==> config.mk <==
export PLATFORM = sky130hd
export DESIGN_NAME = cfdf_firing_scheduler
export DESIGN_NICKNAME = d
export VERILOG_FILES = /design/src/rtl/cfdf_firing_scheduler.sv
export SDC_FILE = /design/constraint.sdc
export NUM_CORES = 1
export LEC_CHECK = 0
export ABC_AREA = 0
export CORE_MARGIN = 10
export CORE_UTILIZATION = 30
export CTS_CLUSTER_DIAMETER = 50
export DETAILED_ROUTE_END_ITERATION = 12
export HOLD_SLACK_MARGIN = 0.12
export SETUP_SLACK_MARGIN = 0.15
export SYNTH_ARGS = -nofsm -noshare
export SYNTH_HDL_FRONTEND = slang
export SYNTH_SLANG_ARGS = --single-unit
==> constraint.sdc <==
create_clock -name clk -period 1.7 [get_ports clk]
set_input_delay 0.34 -clock clk [delete_from_list [all_inputs] [get_ports clk]]
set_output_delay 0.34 -clock clk [all_outputs]
set_load 0.01 [all_outputs]
==> src/rtl/cfdf_firing_scheduler.sv <==
// CFDF enable/invoke scheduler for the polynomial evaluation actor: checks FIFO readiness
// for the current mode/instruction, launches one firing of the firing FSM and waits for done.
module cfdf_firing_scheduler #(
    parameter int word_size      = 16,
    parameter int timeout_cycles = 4096
) (
    input  logic                 clk,
    input  logic                 rst,
    input  logic                 en_sched,
    input  logic [word_size-1:0] pop_in_fifo_command,
    input  logic [word_size-1:0] pop_in_fifo_data,
    input  logic [word_size-1:0] free_out_fifo,
    input  logic [7:0]           instr,
    input  logic [4:0]           arg2,
    input  logic                 done_fsm2,
    output logic                 start_fsm2,
    output logic [1:0]           next_instr,
    output logic                 busy,
    output logic                 err_instr,
    output logic                 timeout,
    output logic [15:0]          fire_count
);

    typedef enum logic [2:0] {
        S_IDLE,
        S_CHECK,
        S_FIRE,
        S_WAIT,
        S_ADVANCE
    } state_t;

    typedef enum logic [1:0] {
        MODE_SETUP = 2'b00,
        MODE_INSTR = 2'b01
    } mode_t;

    localparam logic [7:0] INSTR_STP = 8'd0;
    localparam logic [7:0] INSTR_EVP = 8'd1;
    localparam logic [7:0] INSTR_EVB = 8'd2;
    localparam logic [7:0] INSTR_RST = 8'd3;

    localparam int              WD_W    = (timeout_cycles > 2) ? $clog2(timeout_cycles) : 1;
    localparam logic [WD_W-1:0] WD_LAST = WD_W'(timeout_cycles - 1);

    state_t                 state_q, state_d;
    mode_t                  mode_q, mode_d;
    mode_t                  next_instr_q, next_instr_d;
    logic [WD_W-1:0]        wd_q, wd_d;
    logic [15:0]            fire_count_q, fire_count_d;
    logic                   start_q, start_d;
    logic                   busy_q, busy_d;

    logic [word_size-1:0]   stp_need;
    logic [word_size-1:0]   evb_need;
    logic                   enable_ok;
    logic                   bad_instr;
    logic                   wd_expired;

    // STP needs N+1 data words; the +1 is done at 6 bits so N=31 still asks for 32.
    assign stp_need  = word_size'({1'b0, arg2} + 6'd1);
    assign evb_need  = word_size'(arg2);
    assign bad_instr = (mode_q == MODE_INSTR) && (instr > INSTR_RST);

    // NOTE: every always_comb output gets a default first, so no path can infer a latch.
    always_comb begin
        enable_ok = 1'b0;
        if (mode_q == MODE_SETUP) begin
            enable_ok = (pop_in_fifo_command != '0);
        end else begin
            case (instr)
                INSTR_STP: enable_ok = (pop_in_fifo_data >= stp_need) && (free_out_fifo != '0);
                INSTR_EVP: enable_ok = (pop_in_fifo_data != '0) && (free_out_fifo != '0);
                INSTR_EVB: enable_ok = (arg2 == 5'd0) ? (free_out_fifo != '0)
                                     : ((pop_in_fifo_data >= evb_need) && (free_out_fifo >= evb_need));
                INSTR_RST: enable_ok = 1'b1;
                default:   enable_ok = 1'b0;
            endcase
        end
    end

    always_comb begin
        state_d      = state_q;
        mode_d       = mode_q;
        next_instr_d = next_instr_q;
        wd_d         = wd_q;
        fire_count_d = fire_count_q;
        case (state_q)
            S_IDLE: begin
                if (en_sched) state_d = S_CHECK;
            end
            S_CHECK: begin
                if (bad_instr) begin
                    state_d = S_ADVANCE;
                    mode_d  = MODE_SETUP;
                end else if (enable_ok) begin
                    state_d      = S_FIRE;
                    next_instr_d = mode_q;
                end else if (!en_sched) begin
                    state_d = S_IDLE;
                end
            end
            S_FIRE: begin
                state_d = S_WAIT;
                wd_d    = '0;
            end
            S_WAIT: begin
                // A completed INSTR firing (RST included) always lands back in SETUP_INSTR.
                if (done_fsm2) begin
                    state_d      = S_ADVANCE;
                    mode_d       = (mode_q == MODE_SETUP) ? MODE_INSTR : MODE_SETUP;
                    fire_count_d = fire_count_q + 16'd1;
                end else if (wd_q == WD_LAST) begin
                    state_d = S_ADVANCE;
                    mode_d  = MODE_SETUP;
                end else begin
                    wd_d = wd_q + 1'b1;
                end
            end
            S_ADVANCE: begin
                state_d = en_sched ? S_CHECK : S_IDLE;
            end
            default: begin
                state_d = S_IDLE;
            end
        endcase
        start_d = (state_d == S_FIRE);
        busy_d  = (state_d == S_FIRE) || (state_d == S_WAIT);
    end

    // NOTE: sequential state uses non-blocking assignments so every flop sees pre-edge values.
    always_ff @(posedge clk or negedge rst) begin
        if (!rst) begin
            state_q      <= S_IDLE;
            mode_q       <= MODE_SETUP;
            next_instr_q <= MODE_SETUP;
            wd_q         <= '0;
            fire_count_q <= 16'd0;
            start_q      <= 1'b0;
            busy_q       <= 1'b0;
        end else begin
            state_q      <= state_d;
            mode_q       <= mode_d;
            next_instr_q <= next_instr_d;
            wd_q         <= wd_d;
            fire_count_q <= fire_count_d;
            start_q      <= start_d;
            busy_q       <= busy_d;
        end
    end

    assign wd_expired = (wd_q == WD_LAST);

    // Error and abort pulses belong to the decision cycle itself, so they decode state plus inputs.
    assign err_instr  = (state_q == S_CHECK) && bad_instr;
    assign timeout    = (state_q == S_WAIT) && wd_expired && !done_fsm2;
    assign start_fsm2 = start_q;
    assign busy       = busy_q;
    assign next_instr = next_instr_q;
    assign fire_count = fire_count_q;

endmodule

# [After elaboration in Yosys (flattened, before gate mapping)]
# Cells that the tools add are included.
# W data, S select, Z words.
[classes] magnitude_cmp=4 n_eq_ne=15 add_sub_neg=3 muxes=19 n_reduce_logical=22 n_bitwise=1
[op_table] op="$reduce_bool A16 Y1" n=3
[op_table] op="$ge A16 B5 Y1" n=2
[op_table] op="$mux W12" n=2
[op_table] op="$pmux W12 S2" n=1
[op_table] op="$mux W3" n=6
[op_table] op="$add A16 B1 Y16 const B" n=1
[op_table] op="$eq A8 B2 Y1 const B" n=2
[op_table] op="$ge A16 B6 Y1" n=1
[op_table] op="$pmux W3 S5" n=1
[op_table] op="$add A12 B1 Y12 const B" n=1
[op_table] op="$eq A12 B12 Y1 const B" n=1
[op_table] op="$eq A3 B2 Y1 const B" n=4
[op_table] op="$reduce_and A3 Y1" n=3
[op_table] op="$eq A8 B1 Y1 const B" n=1
[op_table] op="$gt A8 B2 Y1 const B" n=1
[op_table] op="$logic_not A8 Y1" n=1
[op_table] op="$logic_and A1 B1 Y1" n=7
[op_table] op="$add A5 B1 Y6 const B" n=1
[op_table] op="$mux W2" n=3
[op_table] op="$ne A2 B2 Y1 const B" n=3
[op_table] op="$logic_not A5 Y1" n=1
[op_table] op="$mux W1" n=4
[op_table] op="$pmux W1 S4" n=1
[op_table] op="$pmux W2 S2" n=1
[op_table] op="other kinds (11)" n=12
[word_totals] inputBits=65 ff_bits=37 out_inout_bits=22

# [Logic depth before layout (Yosys ltp)]
# Gate-level depths: netlist (run 1).
[depth] word_depth=10 mapped_depth=10 depth_no_buf=10

# [Worst setup path after synthesis (run 1)]
# Ideal clock, no wire load.
[synth_timing] path_type="input to register" startpoint="in arg2[3]" endpoint="reg busy_q (netlist: busy)" t_required_ns=1.576 slack_ns=-0.595 setup_time_ns=0.124 arrival_ns=2.171 path_buffers=0 cell_stages=9 cell_sequence="inv_1 or3_1 ha_1 a211oi_1 a21oi_1 a311oi_2 o211a_1 a31oi_2 a211o_1"
[synth_via] elab_chain_cells=10 elab_cells_between_ends=16
[synth_rtl] item="start, declared" line="14" text="input logic [4:0] arg2,"
[synth_rtl] item="$add A5 B1 Y6 / $ge A16 B5 Y1 (equally long branches)" line="60, 74"
[synth_rtl] item="$ge A16 B6 Y1 / $logic_and A1 B1 Y1 (equally long branches)" line="71, 74"
[synth_rtl] item="$logic_and A1 B1 Y1 / $mux W1 (equally long branches)" line="71, 73"
[synth_rtl] item="$pmux W1 S4 (*)" line="70" text="case (instr)"
[synth_rtl] item="$mux W1 (*)" line="67" text="if (mode_q == MODE_SETUP) begin"
[synth_rtl] item="$mux W3 (*)" line="95" text="end else if (enable_ok) begin"
[synth_rtl] item="$mux W3 (*)" line="92" text="if (bad_instr) begin"
[synth_rtl] item="$pmux W3 S5 (*)" line="87" text="case (state_q)"
[synth_rtl] item="$eq A3 B2 Y1" line="127" text="busy_d = (state_d == S_FIRE) || (state_d == S_WAIT);"
[synth_rtl] item="$logic_or A1 B1 Y1 (*)" line="127"
[synth_rtl] item="via busy_d" line="51" text="logic busy_q, busy_d;"
[synth_rtl] item="end signal, assigned" line="147" text="busy_q <= busy_d;"
[synth_rtl] item="end, declared" line="51"
# Mark *: on every way through the listed nets, which the timed path passes. The rest lies on a longest branch.
# A chain may end at the register's enable or synchronous reset.

# [Final worst setup path (run 1)]
[layout_timing] startpoint="in arg2[0]" endpoint="reg state_q[1]"
[layout_via] elab_chain_cells=8 elab_cells_between_ends=13
[layout_rtl] item="$add A5 B1 Y6 / $ge A16 B5 Y1 (equally long branches)" line="60, 74"
[layout_rtl] item="$ge A16 B6 Y1 / $logic_and A1 B1 Y1 (equally long branches)" line="71, 74"
[layout_rtl] item="$logic_and A1 B1 Y1 / $mux W1 (equally long branches)" line="71, 73"
[layout_rtl] item="$pmux W1 S4 (*)" line="70"
[layout_rtl] item="$mux W1 (*)" line="67"
[layout_rtl] item="$mux W3 (*)" line="95"
[layout_rtl] item="$mux W3 (*)" line="92"
[layout_rtl] item="$pmux W3 S5 (*)" line="87"
[layout_rtl] item="via state_d[1]" line="45" text="state_t state_q, state_d;"
[layout_rtl] item="end signal, assigned" line="141" text="state_q <= state_d;"
[layout_rtl] item="end, declared" line="45"
# Marks and branches as above.

==> metrics, run 1 <==
status complete, but fails checks; failing checks setup timing; Worst path slowest cell a2111o_1; Post-DP HPWL roughly 5800 µm; H-tree depth 2; clk_skew slightly below 2 ps; Root Buffer Master clkbuf_8; initial core utilization a little under a third; hold_ws ~430 ps; pwr dens approximately 760 nW/µm²; PnR worst setup slack -392 ps; CTS tree yes; first-pass GRT wire length approximately 11000 µm; Hold Fails Final Rpt 0; synthesized area per cell between 9 and 10 µm²; most frequent CP cell buf_6; Total Wirelength slightly below 7000 µm; final period utilization 123%; port bufs 85; initial antenna violation count 0; Synthesized Nets approximately 320; CP startpoint kind input port; share of layout cells above drive strength 1 34.9%; Yosys reg bits 35; gpl congestion slightly above 0.8; CTS sink count 35; Bufs and invs on worst path 4; Max Slew Vio Count 0; area of the mapped netlist around 2300 µm²; drt via density about 4.7; sequential area share after synthesis between 30% and 40%; GR Overflow Total 0; DRT iter0 DRCs 37; P&R area growth vs syn 81.5%; Final Util between 50% and 60%; DIE WIDTH 107 µm; EDFF count, synth 0; die outline height 107 µm; via count approximately 2300; crit path time final about 2100 ps; HP Class in2async; Peak Freq 478 MHz; crit-path max FO 4; maximum vdd ir drop ~0.33 mV; Main synth FF type dfrtp_1; WL/cell about 14 µm; post-synth cell types 52; RSZ-0062 raised after global routing yes; crit path DAT 2260 ps; Post-route DRC 0; area of the multi-input gates 1630 µm²; total die area approximately 12000 µm²; Inserted Diodes 0; synthesized instance count roughly 240; number of global-route vias before repair 2453; CP Capture Type flip-flop; share of synthesized registers carrying an async set or reset between 90% and 100%; site row count 31; CORE AREA 7330 µm²; Fill cells 630; required time worst endpoint 1870 ps; CP Cell Sequence buf_6, buf_8, inv_12, buf_6, ha_4, nand2b_4, a2111o_1, a311oi_2, o211a_1, a31oi_4, a211o_1; WS Path Type in2reg; Leakage between 0.0015 and 0.002 µW; Total GRT Usage a little under an eighth; Post-DRT Antenna Nets 0; Crit path max-delay family compound AO/OA/AOI/OAI gates; yosys warns 0; Max-Cap Viols 0; pin count of the biggest net entering global routing 36; Num CTS Buffers 5; Worst path max stage delay ~430 ps; First-pass DRT Iterations 4; nets 477; CTS Buffer Depth 2; Skew-Pair Late Insertion Delay roughly 280 ps; final setup fails 14; io pins between 80 and 90; hold-fix buffer count after cts 0; FF+latch area between 800 and 900 µm²; clock-pin slew on the worst setup and hold paths ~70 ps
[cell type report]
| class | count | share of cell area [%] |
|---|---|---|
| timing repair buffer | 153 | 33.3 |
| clock buffer | 7 | 1.84 |
| inverter | 10 | 1.39 |
| tap | 99 | 2.99 |
| clock inverter | 1 | 0.121 |
| sequential | 35 | 21.1 |
| multi-input combinational | 187 | 39.2 |
[placed cells by master (no fill, tap or decap), drive strengths merged, types with 3 or more instances in the layout]
master         count
or3                3
dlymetal6s2s       5
xnor2             19
clkdlybuf4s50     53
buf               74
ha                20
clkbuf             9
o21ai              8
nor4              10
nand3             10
dlygate4sd2       17
inv               10
nand2b             4
nor2b              3
and3               5
nor2              21
xor2               7
dfrtp             35
nand4              9
nor3               7
a21oi              5
nor3b              6
nand2             20
[final timing paths]
kind / startpoint / cells after the start / slack, ps / end
worst max-delay path: arg2[0] / 11 / -390 / state_q[1]
worst min-delay path: rst / 2 / 430 / fire_count[2]
worst max register to register: wd_q[1] / 8 / -140 / wd_q[11]
worst min register to register: fire_count[15] / 1 / 470 / fire_count[15]
max in group asynchronous: rst / 2 / 1080 / state_q[0]
min in group clk: fire_count[15] / 1 / 470 / fire_count[15]
[per-layer routing]
metal  track usage (%)  routed length, µm  up-vias
met4              3.87                 94        0
li1                  -                  -     1167
met1              12.4               2710     1076
met5                 0                  0        -
met3              3.65                484        6
met2              22.5               3640       46
[timing repair]
action	4_1_cts	5_1_grt
buffers inserted	6	0
setup endpoints to repair	46	36
endpoints found under the hold margin	0	0
pin swaps	22	24
resized for setup	73	27
[stage by stage]
step | cells | total power, µW | setup WS [ps] | setup TNS [ps] | instance area, µm²
after floorplan | 236 | 1710 | -448 | -1960 | 2430
after global placement | 478 | 2460 | -1200 | -12050 | 3860
after detailed placement | 478 | 2480 | -1220 | -12260 | 3860
after CTS | 492 | 3140 | -455 | -2950 | 4040
after global routing | 492 | 3370 | -458 | -3790 | 4150
final | 492 | 3150 | -392 | -2560 | 4150
[synthesized netlist by cell type (2+ instances only)]
| cell type | number | area [µm²] |
|---|---|---|
| xnor2_1 | 19 | 166 |
| nor3b_2 | 2 | 25.0 |
| nor3_1 | 5 | 25.0 |
| o21ai_0 | 8 | 40.0 |
| a2111o_1 | 2 | 22.5 |
| nand3_1 | 10 | 50.1 |
| or3_1 | 3 | 18.8 |
| nand2_1 | 20 | 75.1 |
| nor4_1 | 10 | 62.6 |
| xor2_1 | 7 | 61.3 |
| o211ai_1 | 2 | 15.0 |
| dfrtp_1 | 35 | 876 |
| nor3b_1 | 4 | 30.0 |
| and3_1 | 5 | 31.3 |
| buf_2 | 2 | 10.0 |
| inv_1 | 10 | 37.5 |
| ha_1 | 20 | 250 |
| a211oi_1 | 2 | 15.0 |
| a211o_1 | 2 | 17.5 |
| a21oi_1 | 4 | 20.0 |
| nor2b_1 | 3 | 18.8 |
| nand2b_1 | 3 | 18.8 |
| nor2_1 | 21 | 78.8 |
| nand4_1 | 9 | 56.3 |
[registers in the layout, summed over array words and instances (netlist names)]
name,flops
next_instr,1
wd_q,12
start_fsm2,1
fire_count,16
busy,1
state_q,3
mode_q,1
[power by group]
part,internal [µW],switching (µW)
Combinational,849,658
Sequential,967,109
Clock,287,281
Total,2100,1050
[cell families after synthesis]
| kind of cell | count (synthesis) | share of synthesized area, % |
|---|---|---|
| adder cells (fa/ha/maj) | 20 | 11.0 |
| buffers and inverters | 14 | 2.58 |
| flip-flops | 35 | 38.4 |
| AO/OA/AOI/OAI | 34 | 11.7 |
| other | 1 | 0.164 |
| multiplexers | 2 | 0.931 |
| XOR/XNOR | 26 | 9.97 |
| AND/OR/NAND/NOR | 104 | 25.4 |
Power figures use the tool's default switching activity.
==> run 2: changes to the inputs <==
Settings changed: SLEW_MARGIN set to 20.
Clock period 1.7 ns to 2.2 ns, I/O delays scaled along.
==> run 2 against run 1 <==
Against the previous run:
- the run still ends with setup timing left
- sequential power fell by 20%
- global-route usage fell by 0.23 points
- non-clock buffer count fell by 29
- first-iteration DRC count is 140% higher
- critical endpoint is now busy
- final area down 9.1%
- hold slack lost 200 ps
- cell count down 5.9%
- clock skew up 3.3 ps
- power down 30%
==> metrics, run 2 (synthesized netlist as in run 1, its figures left out) <==
status complete, but fails checks; failing checks setup timing; CP Capture Type flip-flop; io pins 87; final instance area between 3000 and 4000 µm²; drt via density around 4.8; nets 448; commonest non-fill, non-tap cells in the layout clkdlybuf4s50_1 (71), buf_4 (36), dfrtp_1 (35); Psw between 700 and 800 µW; hold-fix buffer count after cts 0; Bufs and invs on worst path 5; Peak Freq approximately 440 MHz; WL/cell 14.5 µm; GR Overflow Total 0; CORE AREA 7330 µm²; Critical Path Start arg2[0]; die outline height 107 µm; Slew headroom around half; WS Path Type in2reg; final setup fails 4; Hold Fails Final Rpt 0; P_int about 1500 µW; Cell Area, Placed 3540 µm²; initial core utilization 31.1%; commonest non-fill, non-tap cell in the layout clkdlybuf4s50_1; HP Class in2async; gpl congestion 0.897; PnR worst setup slack -93.9 ps; Total GRT Usage roughly an eighth; required time worst endpoint 2370 ps; crit path DAT roughly 2500 ps; DIE WIDTH about 110 µm; number of flip-flops in the largest register 16; maximum vdd ir drop approximately 0.29 mV; Worst path max stage delay 360 ps; crit path time final roughly 2300 ps; combinational share of power roughly two fifths; Inserted Diodes 0; Fill cells just under 700; Worst path slowest cell a2111o_1; Crit path max-delay family compound AO/OA/AOI/OAI gates; Leakage roughly 0.0016 µW; Total Wirelength ~6700 µm; Num CTS Buffers 5; Reg power frac between 30% and 40%; via count around 2200; Post-route DRC 0; pin count of the biggest net entering global routing 36; worst r2r src wd_q[0]; P&R area growth vs syn 64.9%; CTS Buffer Depth 2; Max Slew Vio Count 0; hold_ws about 230 ps; most frequent CP cell ha_4; Root Buffer Master clkbuf_8; RSZ-0062 raised after global routing yes; total die area around 12000 µm²; initial antenna violation count 0; CP Cell Sequence buf_6, buf_8, buf_12, inv_12, ha_4, inv_4, ha_4, a2111o_1, a311oi_2, o211a_1, a31oi_4, a211o_1; crit-path max FO 4; M1 WL 2680 µm; First-pass DRT Iterations 4; power share of the clock group 20.0%; CTS tree yes; final period utilization 104%; Power Total between 2000 and 2500 µW; pwr dens about 600 nW/µm²; share of layout cells above drive strength 1 between 20 and 30%; clock-pin slew on the worst setup and hold paths 70 ps; first-pass GRT wire length about 11000 µm; CTS sink count 35; Post-DRT Antenna Nets 0; port bufs 85; Skew-Pair Late Insertion Delay about 280 ps; met2 routed WL 3340 µm; DRT iter0 DRCs between 80 and 90; Max-Cap Viols 0; H-tree depth 2; Final Util 51.4%; Post-DP HPWL around 5700 µm; worst slew pin tran ~770 ps; Top Layer Used met4; site row count 31; Net Sw Frac approximately a third; routed length on met3 535 µm; CP startpoint kind input port; clk_skew between 5 and 6 ps; number of global-route vias before repair between 2000 and 2500
run 2: cell count changes in the layout (fill, tap and decap cells not counted), moves of 4 or more:
| cell | change |
|---|---|
| clkdlybuf4s50_1 | +18 |
| o21ai_0 | +5 |
| dlymetal6s2s_1 | -5 |
| buf_4 | -25 |
| nor2_1 | +4 |
| buf_6 | -4 |
| dlygate4sd2_1 | -13 |
run 2: power groups by stage:
stage / combinational (µW) / clock, µW / sequential [µW]
after floorplan: 392 / 0 / 866
after detailed placement: 866 / 0 / 875
after CTS: 898 / 469 / 863
final: 913 / 445 / 863
after global routing: 1010 / 496 / 881
after global placement: 856 / 0 / 874
run 2: worst paths after layout:
check,to,slack (ps),cells after the start
max in group asynchronous,fire_count[6],1480,1
worst max-delay path,busy,-90,12
worst min-delay path,state_q[2],230,1
worst min register to register,fire_count[15],470,1
min in group clk,fire_count[15],470,1
worst max register to register,wd_q[2],260,8
run 2: area by class of cell:
class | count | area, µm² | area share (%)
clock buffer | 6 | 72.6 | 1.93
clock inverter | 2 | 12.5 | 0.332
inverter | 10 | 60.1 | 1.59
multi-input combinational | 187 | 1480 | 39.2
sequential | 35 | 876 | 23.3
tap | 99 | 124 | 3.29
timing repair buffer | 124 | 1140 | 30.4
run 2: layer usage:
metal | up-vias | global-route usage [%]
li1 | 1115 | -
met1 | 1038 | 12.8
met2 | 69 | 20.3
met3 | 11 | 4.49
met4 | 0 | 4.26
met5 | - | 0
run 2: repair_timing:
action | CTS | global route
pin swaps | 17 | 13
resized for setup | 51 | 12
setup endpoints to repair | 7 | 7
setup buffers | 2 | 3
run 2: through the flow:
| step | std cells | setup TNS, ps | setup WS [ps] |
|---|---|---|---|
| 6_report | 463 | -268 | -93.9 |
| 5_1_grt | 463 | -656 | -182 |
| 4_1_cts | 460 | -220 | -87.7 |
| 3_5_place_dp | 450 | -4300 | -815 |
| 3_3_place_gp | 450 | -4190 | -784 |
| 2_1_floorplan | 236 | -95.1 | -47.5 |
==> run 3: changes to the inputs <==
Settings changed: GPL_ROUTABILITY_DRIVEN set to 0, MAX_ROUTING_LAYER set to met4.
==> run 3 against run 2 <==
Against the previous run:
- the run still ends with setup timing left
- cell count unchanged
- clock skew increased by 1.2 ps
- sequential power about the same
- setup slack improved by 1.8 ps
- sequential share of layout area about the same
- die area unchanged
- non-clock buffer count unchanged
- critical endpoint unchanged
- largest power group unchanged
==> metrics, run 3 (synthesized netlist as in run 1, its figures left out) <==
WL/cell roughly 15 µm; setup TNS -262 ps; CTS tree yes; final period utilization 104%; pre-CTS setup slack -815 ps; DIE WIDTH 107 µm; drt via density approximately 4.8; maximum vdd ir drop roughly 0.29 mV; initial antenna violation count 0; pwr dens about 600 nW/µm²; CP Cell Sequence buf_6, buf_8, buf_12, inv_12, ha_4, inv_4, ha_4, a2111o_1, a311oi_2, o211a_1, a31oi_4, a211o_1; CTS sink count 35; PnR worst setup slack -92.2 ps; total die area around 12000 µm²; port bufs 85; Fill cells 676; die outline height roughly 110 µm; CP Capture Type flip-flop; io pins 87; Critical Path Start arg2[0]; required time worst endpoint ~2400 ps; Post-DP HPWL about 5700 µm; FF+latch area roughly 900 µm²; failing checks setup timing; WS Path Type in2reg; Total GRT Usage ~12%; number of global-route vias before repair about 2400; Inserted Diodes 0; nets approximately 450; pin count of the biggest net entering global routing 36; commonest non-fill, non-tap cells in the layout clkdlybuf4s50_1 (71), buf_4 (36), dfrtp_1 (35); worst slew pin tran between 700 and 800 ps; Skew-Pair Late Insertion Delay 280 ps; via count between 2000 and 2500; HP Class in2async; crit path time final roughly 2300 ps; hold-fix buffer count after cts 0; final setup fails 4; Worst path slowest cell a2111o_1; RSZ-0062 raised after global routing yes; Leakage between 0.0015 and 0.002 µW; DRT iter0 DRCs 78; CTS Buffer Depth 2; most frequent CP cell ha_4; Total Wirelength 6730 µm; commonest non-fill, non-tap cell in the layout clkdlybuf4s50_1; P&R area growth vs syn 65.2%; Max Slew Vio Count 0; CORE AREA roughly 7300 µm²; Post-route DRC 0; clk_skew ~6.4 ps; site row count 31; Cell Area, Placed between 3000 and 4000 µm²; Peak Freq 436 MHz; first-pass GRT wire length ~11000 µm; Hold Fails Final Rpt 0; number of flip-flops in the largest register 16; Post-DRT Antenna Nets 0; Max-Cap Viols 0; Root Buffer Master clkbuf_8; Slew headroom roughly half; First-pass DRT Iterations 4; CP startpoint kind input port; crit-path max FO 4; crit path DAT between 2000 and 2500 ps; Num CTS Buffers 5; status complete, but fails checks; Power Total approximately 2200 µW; share of layout cells above drive strength 1 about a quarter; final instance area 3770 µm²; clock-pin slew on the worst setup and hold paths roughly 70 ps; area of the multi-input gates 1480 µm²; H-tree depth 2; hold_ws 232 ps; GR Overflow Total 0; worst r2r src wd_q[0]; Worst path max stage delay about 360 ps; initial core utilization between 30% and 40%
-- run 3: cell counts in the layout (fill, tap and decap cells not counted) --
No cell type changed its count.
-- run 3: final cells by class --
cell class	instances	area share (%)
clock buffer	6	1.92
multi-input combinational	187	39.3
timing repair buffer	124	30.4
inverter	10	1.59
tap	99	3.28
sequential	35	23.2
clock inverter	2	0.332
-- run 3: power breakdown --
group	internal, µW	leakage (µW)	switching [µW]
clock network	221	0.0000412	225
logic	515	0.00109	400
registers	747	0.000471	118
total	1480	0.00160	743
-- run 3: path summary, 6_finish.rpt --
kind                             endpoint  slack [ps]  cells after the start
setup reg to reg                  wd_q[9]         300                      8
hold / removal                 state_q[2]         230                      1
max in group asynchronous   fire_count[6]        1480                      1
hold reg to reg            fire_count[15]         480                      1
setup / recovery                     busy         -90                     12
min in group clk           fire_count[15]         480                      1
-- run 3: stage by stage --
step / util, % / cells
floorplan: - / 236
global placement: 48.3 / 450
detailed placement: 48.3 / 450
CTS: 50.3 / 460
global route: 51.4 / 463
finish: 51.4 / 463
-- run 3: metal layers --
layer	share of wire (%)	global-route usage, %	vias up
li1	-	-	1117
met1	44	13.8	1043
met2	49	20.4	67
met3	4.6	2.81	11
met4	2.3	4.26	0
met5	0	-	-
-- run 3: worst max-delay path: cells and delay by family --
kind / cells / cell delay (ps)
fa+ha+maj: 2 / 470
buf+inv: 5 / 340
compound gates: 5 / 1200
-- run 3: repair_timing --
item                                    in CTS  in global routing
resized for setup                           51                 13
endpoints found under the setup margin       7                  7
buffers inserted                             2                  3
pin swaps                                   17                 13
